File: src/rtl/jpu_pkg.sv
// rtl/jpu_pkg.sv - shared JPU datapath types and default widths
//
// Contents:
//   JPU_DATA_WIDTH      default register word width
//   JPU_REG_ADDR_WIDTH  default register address width
//   rf_state_t          register file sequencer state

package jpu_pkg;

  localparam int JPU_DATA_WIDTH     = 16;
  localparam int JPU_REG_ADDR_WIDTH = 3;

  typedef enum logic {
    RF_CLEAR = 1'b0,
    RF_RUN   = 1'b1
  } rf_state_t;

endpackage

File: src/rtl/regfile_rd_port.sv
// rtl/regfile_rd_port.sv - one registered read port of the register file
//
// Ports:
//   clock, reset   rising-edge clock, synchronous active-high reset
//   run            high when the register file is out of its clear sequence
//   rd_en          read strobe
//   rd_addr        read address
//   rd_word        current storage content at rd_addr (from the array)
//   wr_en/wr_addr/wr_data  same-cycle write, used for forwarding
//   rd_data        registered read data, 0 when idle, clearing or masked

import jpu_pkg::*;

module regfile_rd_port #(
  parameter int DATA_WIDTH = JPU_DATA_WIDTH,
  parameter int ADDR_WIDTH = JPU_REG_ADDR_WIDTH,
  parameter int ZERO_REG   = 0
) (
  input  logic                  clock,
  input  logic                  reset,
  input  logic                  run,
  input  logic                  rd_en,
  input  logic [ADDR_WIDTH-1:0] rd_addr,
  input  logic [DATA_WIDTH-1:0] rd_word,
  input  logic                  wr_en,
  input  logic [ADDR_WIDTH-1:0] wr_addr,
  input  logic [DATA_WIDTH-1:0] wr_data,
  output logic [DATA_WIDTH-1:0] rd_data
);

  logic                  zero_hit;
  logic                  fwd_hit;
  logic [DATA_WIDTH-1:0] next_data;

  // The hard-wired zero entry wins over forwarding: a write to entry 0 is
  // dropped, so forwarding it would expose a value that never exists.
  assign zero_hit = (ZERO_REG != 0) && (rd_addr == '0);
  assign fwd_hit  = wr_en && (wr_addr == rd_addr);

  always_comb begin
    next_data = '0;
    if (run && rd_en && !zero_hit) begin
      next_data = fwd_hit ? wr_data : rd_word;
    end
  end

  always_ff @(posedge clock) begin
    if (reset) begin
      rd_data <= '0;
    end else begin
      rd_data <= next_data;
    end
  end

endmodule

File: src/rtl/regfile_2r1w.sv
// rtl/regfile_2r1w.sv - two-read one-write register file with clear sequencer
//
// Ports:
//   clock, reset            rising-edge clock, synchronous active-high reset
//   wr_en/wr_addr/wr_data   write port
//   rd_en_a/rd_addr_a       port A read request, rd_data_a registered result
//   rd_en_b/rd_addr_b       port B read request, rd_data_b registered result
//   ready                   high once every entry has been cleared after reset

import jpu_pkg::*;

module regfile_2r1w #(
  parameter int DATA_WIDTH = JPU_DATA_WIDTH,
  parameter int ADDR_WIDTH = JPU_REG_ADDR_WIDTH,
  parameter int ZERO_REG   = 0
) (
  input  logic                  clock,
  input  logic                  reset,
  input  logic                  wr_en,
  input  logic [ADDR_WIDTH-1:0] wr_addr,
  input  logic [DATA_WIDTH-1:0] wr_data,
  input  logic                  rd_en_a,
  input  logic [ADDR_WIDTH-1:0] rd_addr_a,
  output logic [DATA_WIDTH-1:0] rd_data_a,
  input  logic                  rd_en_b,
  input  logic [ADDR_WIDTH-1:0] rd_addr_b,
  output logic [DATA_WIDTH-1:0] rd_data_b,
  output logic                  ready
);

  localparam int                    DEPTH    = 1 << ADDR_WIDTH;
  localparam logic [ADDR_WIDTH-1:0] LAST_IDX = ADDR_WIDTH'(DEPTH - 1);

  rf_state_t             state;
  logic [ADDR_WIDTH-1:0] clr_idx;
  logic                  ready_q;
  logic                  run;

  // No reset on the array so it can map onto RAM; the sequencer zeroes it.
  logic [DATA_WIDTH-1:0] regs [DEPTH];

  logic                  wr_drop;
  logic                  mem_we;
  logic [ADDR_WIDTH-1:0] mem_addr;
  logic [DATA_WIDTH-1:0] mem_data;

  assign run   = (state == RF_RUN);
  assign ready = ready_q;

  // Clear sequencer. Reset always restarts from entry 0, so a reset that
  // lands mid-clear or mid-run throws away any partially written content.
  always_ff @(posedge clock) begin
    if (reset) begin
      state   <= RF_CLEAR;
      clr_idx <= '0;
      ready_q <= 1'b0;
    end else begin
      case (state)
        RF_CLEAR: begin
          clr_idx <= clr_idx + 1'b1;
          if (clr_idx == LAST_IDX) begin
            state   <= RF_RUN;
            ready_q <= 1'b1;
          end
        end
        RF_RUN: begin
          ready_q <= 1'b1;
        end
        default: begin
          state   <= RF_CLEAR;
          clr_idx <= '0;
          ready_q <= 1'b0;
        end
      endcase
    end
  end

  // Single write port into the array: the clear path owns it while
  // clearing, the user write path owns it in RUN.
  assign wr_drop = (ZERO_REG != 0) && (wr_addr == '0);

  always_comb begin
    mem_we   = 1'b0;
    mem_addr = '0;
    mem_data = '0;
    if (state == RF_CLEAR) begin
      mem_we   = 1'b1;
      mem_addr = clr_idx;
    end else begin
      mem_we   = wr_en && !wr_drop;
      mem_addr = wr_addr;
      mem_data = wr_data;
    end
  end

  always_ff @(posedge clock) begin
    if (!reset && mem_we) begin
      regs[mem_addr] <= mem_data;
    end
  end

  regfile_rd_port #(
    .DATA_WIDTH (DATA_WIDTH),
    .ADDR_WIDTH (ADDR_WIDTH),
    .ZERO_REG   (ZERO_REG)
  ) u_port_a (
    .clock   (clock),
    .reset   (reset),
    .run     (run),
    .rd_en   (rd_en_a),
    .rd_addr (rd_addr_a),
    .rd_word (regs[rd_addr_a]),
    .wr_en   (wr_en),
    .wr_addr (wr_addr),
    .wr_data (wr_data),
    .rd_data (rd_data_a)
  );

  regfile_rd_port #(
    .DATA_WIDTH (DATA_WIDTH),
    .ADDR_WIDTH (ADDR_WIDTH),
    .ZERO_REG   (ZERO_REG)
  ) u_port_b (
    .clock   (clock),
    .reset   (reset),
    .run     (run),
    .rd_en   (rd_en_b),
    .rd_addr (rd_addr_b),
    .rd_word (regs[rd_addr_b]),
    .wr_en   (wr_en),
    .wr_addr (wr_addr),
    .wr_data (wr_data),
    .rd_data (rd_data_b)
  );

endmodule

File: config.mk
export PLATFORM = sky130hd
export DESIGN_NAME = regfile_2r1w
export DESIGN_NICKNAME = d
export VERILOG_FILES = /design/src/rtl/jpu_pkg.sv /design/src/rtl/regfile_rd_port.sv /design/src/rtl/regfile_2r1w.sv
export SDC_FILE = /design/constraint.sdc
export NUM_CORES = 1
export LEC_CHECK = 0
export CORE_UTILIZATION = 60
export CTS_CLUSTER_SIZE = 12
export DETAILED_ROUTE_END_ITERATION = 7
export PLACE_DENSITY_LB_ADDON = 0.1
export SLEW_MARGIN = 5
export SYNTH_ARGS = -nofsm -noshare
export SYNTH_HDL_FRONTEND = slang
export SYNTH_SLANG_ARGS = --single-unit
File: constraint.sdc
create_clock -name clock -period 6.33 [get_ports clock]
set_clock_uncertainty 0.15 [all_clocks]
set_input_delay 1.266 -clock clock [delete_from_list [all_inputs] [get_ports clock]]
set_output_delay 1.266 -clock clock [all_outputs]
set_load 0.05 [all_outputs]
==> impl_metrics.json, run 1 <==
{
  "outcome": "finished clean",
  "placed_area_sq_um": 8380,
  "p_leak_nw": 3.30,
  "dieArea_sq_um": 13200,
  "period_minus_slack_ns": 3.17,
  "grt_pass1_wl_mm": 27.4,
  "antennaDiodeCount": 0,
  "cts_tree": "yes",
  "hold_path_class": "register to register",
  "yosys.area.top_type": "edfxtp_1",
  "chipWidth_um": 115,
  "dr.pass1.iters": 4,
  "wl_mm": 18.0,
  "synth.area.top_cells": "edfxtp_1 50%, mux2i_1 21%, dfxtp_1 9.7%, a22oi_1 6.3%, nand3_1 2.2%",
  "syn_area_sq_um": 7620,
  "worstMarginPinSlew_ns": 1.17,
  "pre_cts_ws_ns": 2.76,
  "overflow": 0,
  "multi_input_area_sq_um": 2870,
  "drt_iter0_drc": 389,
  "yosys_warnings": 0,
  "cts_sinks": 165,
  "timing_hold_violations_final": 0,
  "start_util_pct": 62.4,
  "start_kind": "input pin",
  "layout_commonest_cell": "mux2i_1",
  "final_cell_mix": "163 x mux2i_1, 128 x edfxtp_1, 64 x a22oi_1",
  "num_vias": 4902,
  "fmax_mhz": 316,
  "p_sw_mw": 0.532,
  "ys_seq_area_share_pct": 60.1,
  "wl_per_cell_um": 22.5,
  "synth.distinct_cells": 26,
  "place_hpwl_mm": 10.0,
  "clockRootBuffer": "clkbuf_16",
  "design_area_sq_um": 9020,
  "irDropWorstVdd_mv": 0.218,
  "synthCells": 565,
  "relSlewSlack_pct": 21.9,
  "antenna_left": 0,
  "ys_ff_latch": 165,
  "intPower_mw": 1.96,
  "p_per_area_nw_per_um2": 276,
  "grt_pass1_vias": 5048,
  "io_buffers": 62,
  "post_cts_resized": 0,
  "hold_buffers": 0,
  "whs_ns": 0.333,
  "p_comb_share_pct": 7.9,
  "path_class": "input pin to register",
  "swShare_pct": 21.3,
  "cts_setup_buffers": 0,
  "p_clk_share_pct": 44.2,
  "routed_via_density": 6.14,
  "htreeDepth": 4,
  "gp_congestion": 0.758,
  "finalSetupViolCount": 0,
  "ios": 63,
  "clkSlewWorstSetupHoldPaths_ns": 0.06,
  "clock_latency_ns": 0.43,
  "syn2layout_area_growth_pct": 18.3,
  "fillers": 838,
  "cts_made_buffers": 17,
  "crit_path_max_fanout": 65,
  "synth.avg_cell_area_sq_um": 13.5,
  "rsz0062_at_grt": "no",
  "die_h_um": 115,
  "netlist.area_leader.share_pct": 50.4,
  "fin_nets": 650,
  "rows": 40,
  "required_ns": 6.52,
  "tns_ns": 0,
  "grt_usage_pct": 29.2,
  "maxCapViolations": 0,
  "grt_max_degree": 66,
  "fin_crit_sh_pct": 50.0,
  "cts_buffer_depth": 2,
  "synth_fp_nets": 597,
  "drc": 0,
  "power_frac_seq_pct": 47.9,
  "drive_gt1_share_pct": 8.87,
  "antenna_found_initial": 0,
  "report.final.slew_viol_count": 0,
  "critPathArrivalTime_ns": 3.36,
  "fp.coreArea_sq_um": 12200,
  "seq_area_sq_um": 4580,
  "setup_ws_ns": 3.16,
  "endpoint_kind": "register"
}
## path summary, 6_finish.rpt
path,from,end,slack (ns),cells past startpoint
worst max-delay path,rd_addr_a[1],u_port_a.rd_data[5],3.16,5
worst min-delay path,ready,ready,0.33,2
worst max register to register,run,u_port_b.rd_data[12],3.88,6
worst min register to register,ready,ready,0.33,2
## stage by stage
step / power [mW] / cells / utilization [%]
floorplan: 1.35 / 565 / -
CTS: 2.50 / 799 / 73.8
detailed placement: 1.41 / 767 / 68.6
global placement: 1.41 / 767 / 68.6
finish: 2.49 / 799 / 73.8
global route: 2.56 / 799 / 73.8
## Yosys cell counts (all sizes together)
library cell,number
mux2i,164
nor3,1
o22a,2
xnor2,4
nor2b,4
nor4,2
dfxtp,37
and3b,2
or2,1
nand2,34
or2b,2
nand2b,2
xor2,5
a21o,1
buf,17
clkbuf,25
nor2,16
nand3,33
a22oi,64
o22ai,1
edfxtp,128
and2,18
ha,2
## metal layers
layer / wire (um) / GRT usage [%] / part of all wire [%]
met5: 0 / 0 / 0
met4: 363 / 13.0 / 2.0
met3: 1160 / 6.67 / 6.5
met2: 9490 / 50.1 / 53
met1: 6990 / 35.3 / 39
## sequential cells by signal, indices dropped and copies added (netlist names)
name              cells
run                   1
clr_idx               3
ready                 1
regs                128
u_port_b.rd_data     16
u_port_a.rd_data     16
## worst max-delay path, cell delays in order
cell and delay [ns]:
buf_4 0.85, xnor2_1 0.28, nor4_4 0.29, buf_4 0.37, mux2i_1 0.25
## kinds of logic after synthesis
kind of cell	count (synthesis)	synth area share (%)
buf+inv	42	2.46
compound gates	68	6.71
fa+ha+maj	2	0.328
mux	164	21.6
simple gates	115	7.73
flops	165	60.1
xor+xnor	9	1.03
## power groups by stage
| stage | Sequential, mW | Combinational (mW) | Clock (mW) |
|---|---|---|---|
| finish | 1.20 | 0.197 | 1.10 |
| global route | 1.20 | 0.208 | 1.16 |
| CTS | 1.19 | 0.196 | 1.11 |
| detailed placement | 1.22 | 0.195 | 0 |
| global placement | 1.22 | 0.190 | 0 |
| floorplan | 1.22 | 0.130 | 0 |
## area by class of cell
| class | instances | share of cell area (%) |
|---|---|---|
| clock buffers | 18 | 4.76 |
| clock inverters | 14 | 2.30 |
| multi-input cells | 358 | 31.8 |
| flip-flops and latches | 165 | 50.8 |
| well taps | 168 | 2.33 |
| repair buffers | 76 | 7.99 |
Power figures use the tool's default switching activity.
==> run 2, diff against run 1 <==
--- a/config.mk
+++ b/config.mk
@@ -5,7 +5,7 @@
 export SDC_FILE = /design/constraint.sdc
 export NUM_CORES = 1
 export LEC_CHECK = 0
-export CORE_UTILIZATION = 60
+export CORE_UTILIZATION = 58
 export CTS_CLUSTER_SIZE = 12
 export DETAILED_ROUTE_END_ITERATION = 7
 export PLACE_DENSITY_LB_ADDON = 0.1
==> constraint.sdc (replaced) <==
create_clock -name clock -period 3.1 [get_ports clock]
set_clock_uncertainty 0.15 [all_clocks]
set_input_delay 0.62 -clock clock [delete_from_list [all_inputs] [get_ports clock]]
set_output_delay 0.62 -clock clock [all_outputs]
set_load 0.05 [all_outputs]
==> impl_metrics.json, run 2 (same netlist as run 1, synthesis figures left out) <==
{
  "outcome": "finished clean",
  "regMostFlops": "regs",
  "htreeDepth": 4,
  "irDropWorstVdd_mv": 0.421,
  "wl_mm": 18.4,
  "cts_setup_buffers": 0,
  "path_class": "register to output pin",
  "layout_commonest_cell": "mux2i_1",
  "top_regs": "regs (128), u_port_a.rd_data (16), u_port_b.rd_data (16)",
  "p_clk_share_pct": 42.3,
  "place_hpwl_mm": 10.6,
  "drt_iter0_drc": 405,
  "drive_gt1_share_pct": 9.60,
  "pre_cts_ws_ns": 0.406,
  "fin_crit_sh_pct": 76.6,
  "design_area_sq_um": 9100,
  "dr.pass1.iters": 5,
  "fin_nets": 665,
  "rr_endpoint": "u_port_a.rd_data[0]",
  "report.final.slew_viol_count": 0,
  "endpoint_kind": "output pin",
  "p_leak_nw": 3.36,
  "start_kind": "register",
  "cpPeakStageDelay_ns": 0.82,
  "timing_hold_violations_final": 0,
  "period_minus_slack_ns": 2.38,
  "cts_made_buffers": 17,
  "num_vias": 4960,
  "p_sw_mw": 1.09,
  "p_comb_share_pct": 8.3,
  "grt_max_degree": 65,
  "grt_usage_pct": 28.5,
  "hold_path_class": "register to register",
  "syn2layout_area_growth_pct": 19.4,
  "critPathTopFamily": "buffers and inverters",
  "post_cts_resized": 0,
  "relSlewSlack_pct": 62.8,
  "hold-path-endpoint": "ready",
  "fp.coreArea_sq_um": 12700,
  "grt_pass1_wl_mm": 27.4,
  "crit_chain": "clkdlybuf4s50_1",
  "clkSlewWorstSetupHoldPaths_ns": 0.06,
  "finalSetupViolCount": 0,
  "p_per_area_nw_per_um2": 544,
  "rsz0062_at_grt": "no",
  "fillers": 903,
  "worstMarginPinSlew_ns": 0.542,
  "antenna_left": 0,
  "dpl.cell_count": 786,
  "maxCapViolations": 0,
  "fin_cells": 818,
  "io_buffers": 62,
  "fmax_mhz": 421,
  "critPathSlowestCell": "clkdlybuf4s50_1",
  "chipWidth_um": 117,
  "setup_ws_ns": 0.724,
  "overflow": 0,
  "dieArea_sq_um": 13600,
  "intPower_mw": 3.85,
  "hold_buffers": 0,
  "tns_ns": 0,
  "reg2reg_depth": 6,
  "routed_via_density": 6.06,
  "critPathArrivalTime_ns": 1.61,
  "wl_per_cell_um": 22.4,
  "r2r_start": "run",
  "rows": 41,
  "gp_congestion": 0.843,
  "cts_sinks": 165,
  "antenna_found_initial": 0,
  "power_frac_seq_pct": 49.4,
  "cts_buffer_depth": 2,
  "holdPathStages": 2,
  "die_h_um": 117,
  "hold_start": "ready",
  "antennaDiodeCount": 0,
  "crit_path_max_fanout": 1,
  "drc": 0,
  "final_cell_mix": "163 x mux2i_1, 128 x edfxtp_1, 64 x a22oi_1",
  "critPathBufInv": 1,
  "swShare_pct": 22.1,
  "placed_area_sq_um": 8510,
  "clockRootBuffer": "clkbuf_16",
  "start_util_pct": 59.9,
  "clock_latency_ns": 0.43,
  "largest_reg_flops": 128,
  "required_ns": 2.33,
  "cts_tree": "yes",
  "grt_pass1_vias": 5023,
  "regToRegSetupSlack_ns": 0.78,
  "ios": 63
}
run 2: cell type report:
class / count / area [sq um] / share of cell area, %
clock buffers: 19 / 433 / 4.76
flip-flops and latches: 165 / 4580 / 50.4
well taps: 172 / 215 / 2.37
clock inverters: 13 / 156 / 1.72
repair buffers: 91 / 858 / 9.43
multi-input cells: 358 / 2850 / 31.3
run 2: worst max path at each step:
stage,start,end,slack [ns],cells past startpoint
after floorplan,run,regs[1][0],0.58,5
after global placement,wr_addr[2],regs[3][2],0.54,5
after detailed placement,wr_addr[2],u_port_a.rd_data[0],0.41,6
after CTS,u_port_b.rd_data[8],rd_data_b[8],0.71,1
after global routing,run,u_port_b.rd_data[8],0.67,6
final,u_port_b.rd_data[8],rd_data_b[8],0.72,1
run 2: power groups by stage:
stage               registers, mW  logic [mW]  clock network, mW
global route                 2.44       0.437               2.20
CTS                          2.44       0.409               2.11
global placement             2.48       0.399                  0
finish                       2.44       0.411               2.09
floorplan                    2.48       0.266                  0
detailed placement           2.49       0.407                  0
run 2: metal layers:
metal	global-route usage (%)	part of all wire (%)	vias to the layer above
met2	49.7	52	203
li1	-	-	2290
met3	5.24	6.7	27
met1	34.7	39	2440
met5	0	0	-
met4	12.2	2.0	0
run 2: tightest hold or removal path, delay by kind of cell, from the launching register on:
kind	cells	cell delay, ns
simple gates	2	0.12
flops	1	0.33
run 2: metrics by stage:
stage	hold WS [ns]	power, mW	util (%)
2_1_floorplan	0.342	2.75	-
3_3_place_gp	0.318	2.88	66.9
3_5_place_dp	0.321	2.89	66.9
4_1_cts	0.340	4.96	71.5
5_1_grt	0.371	5.08	71.5
6_report	0.335	4.95	71.5
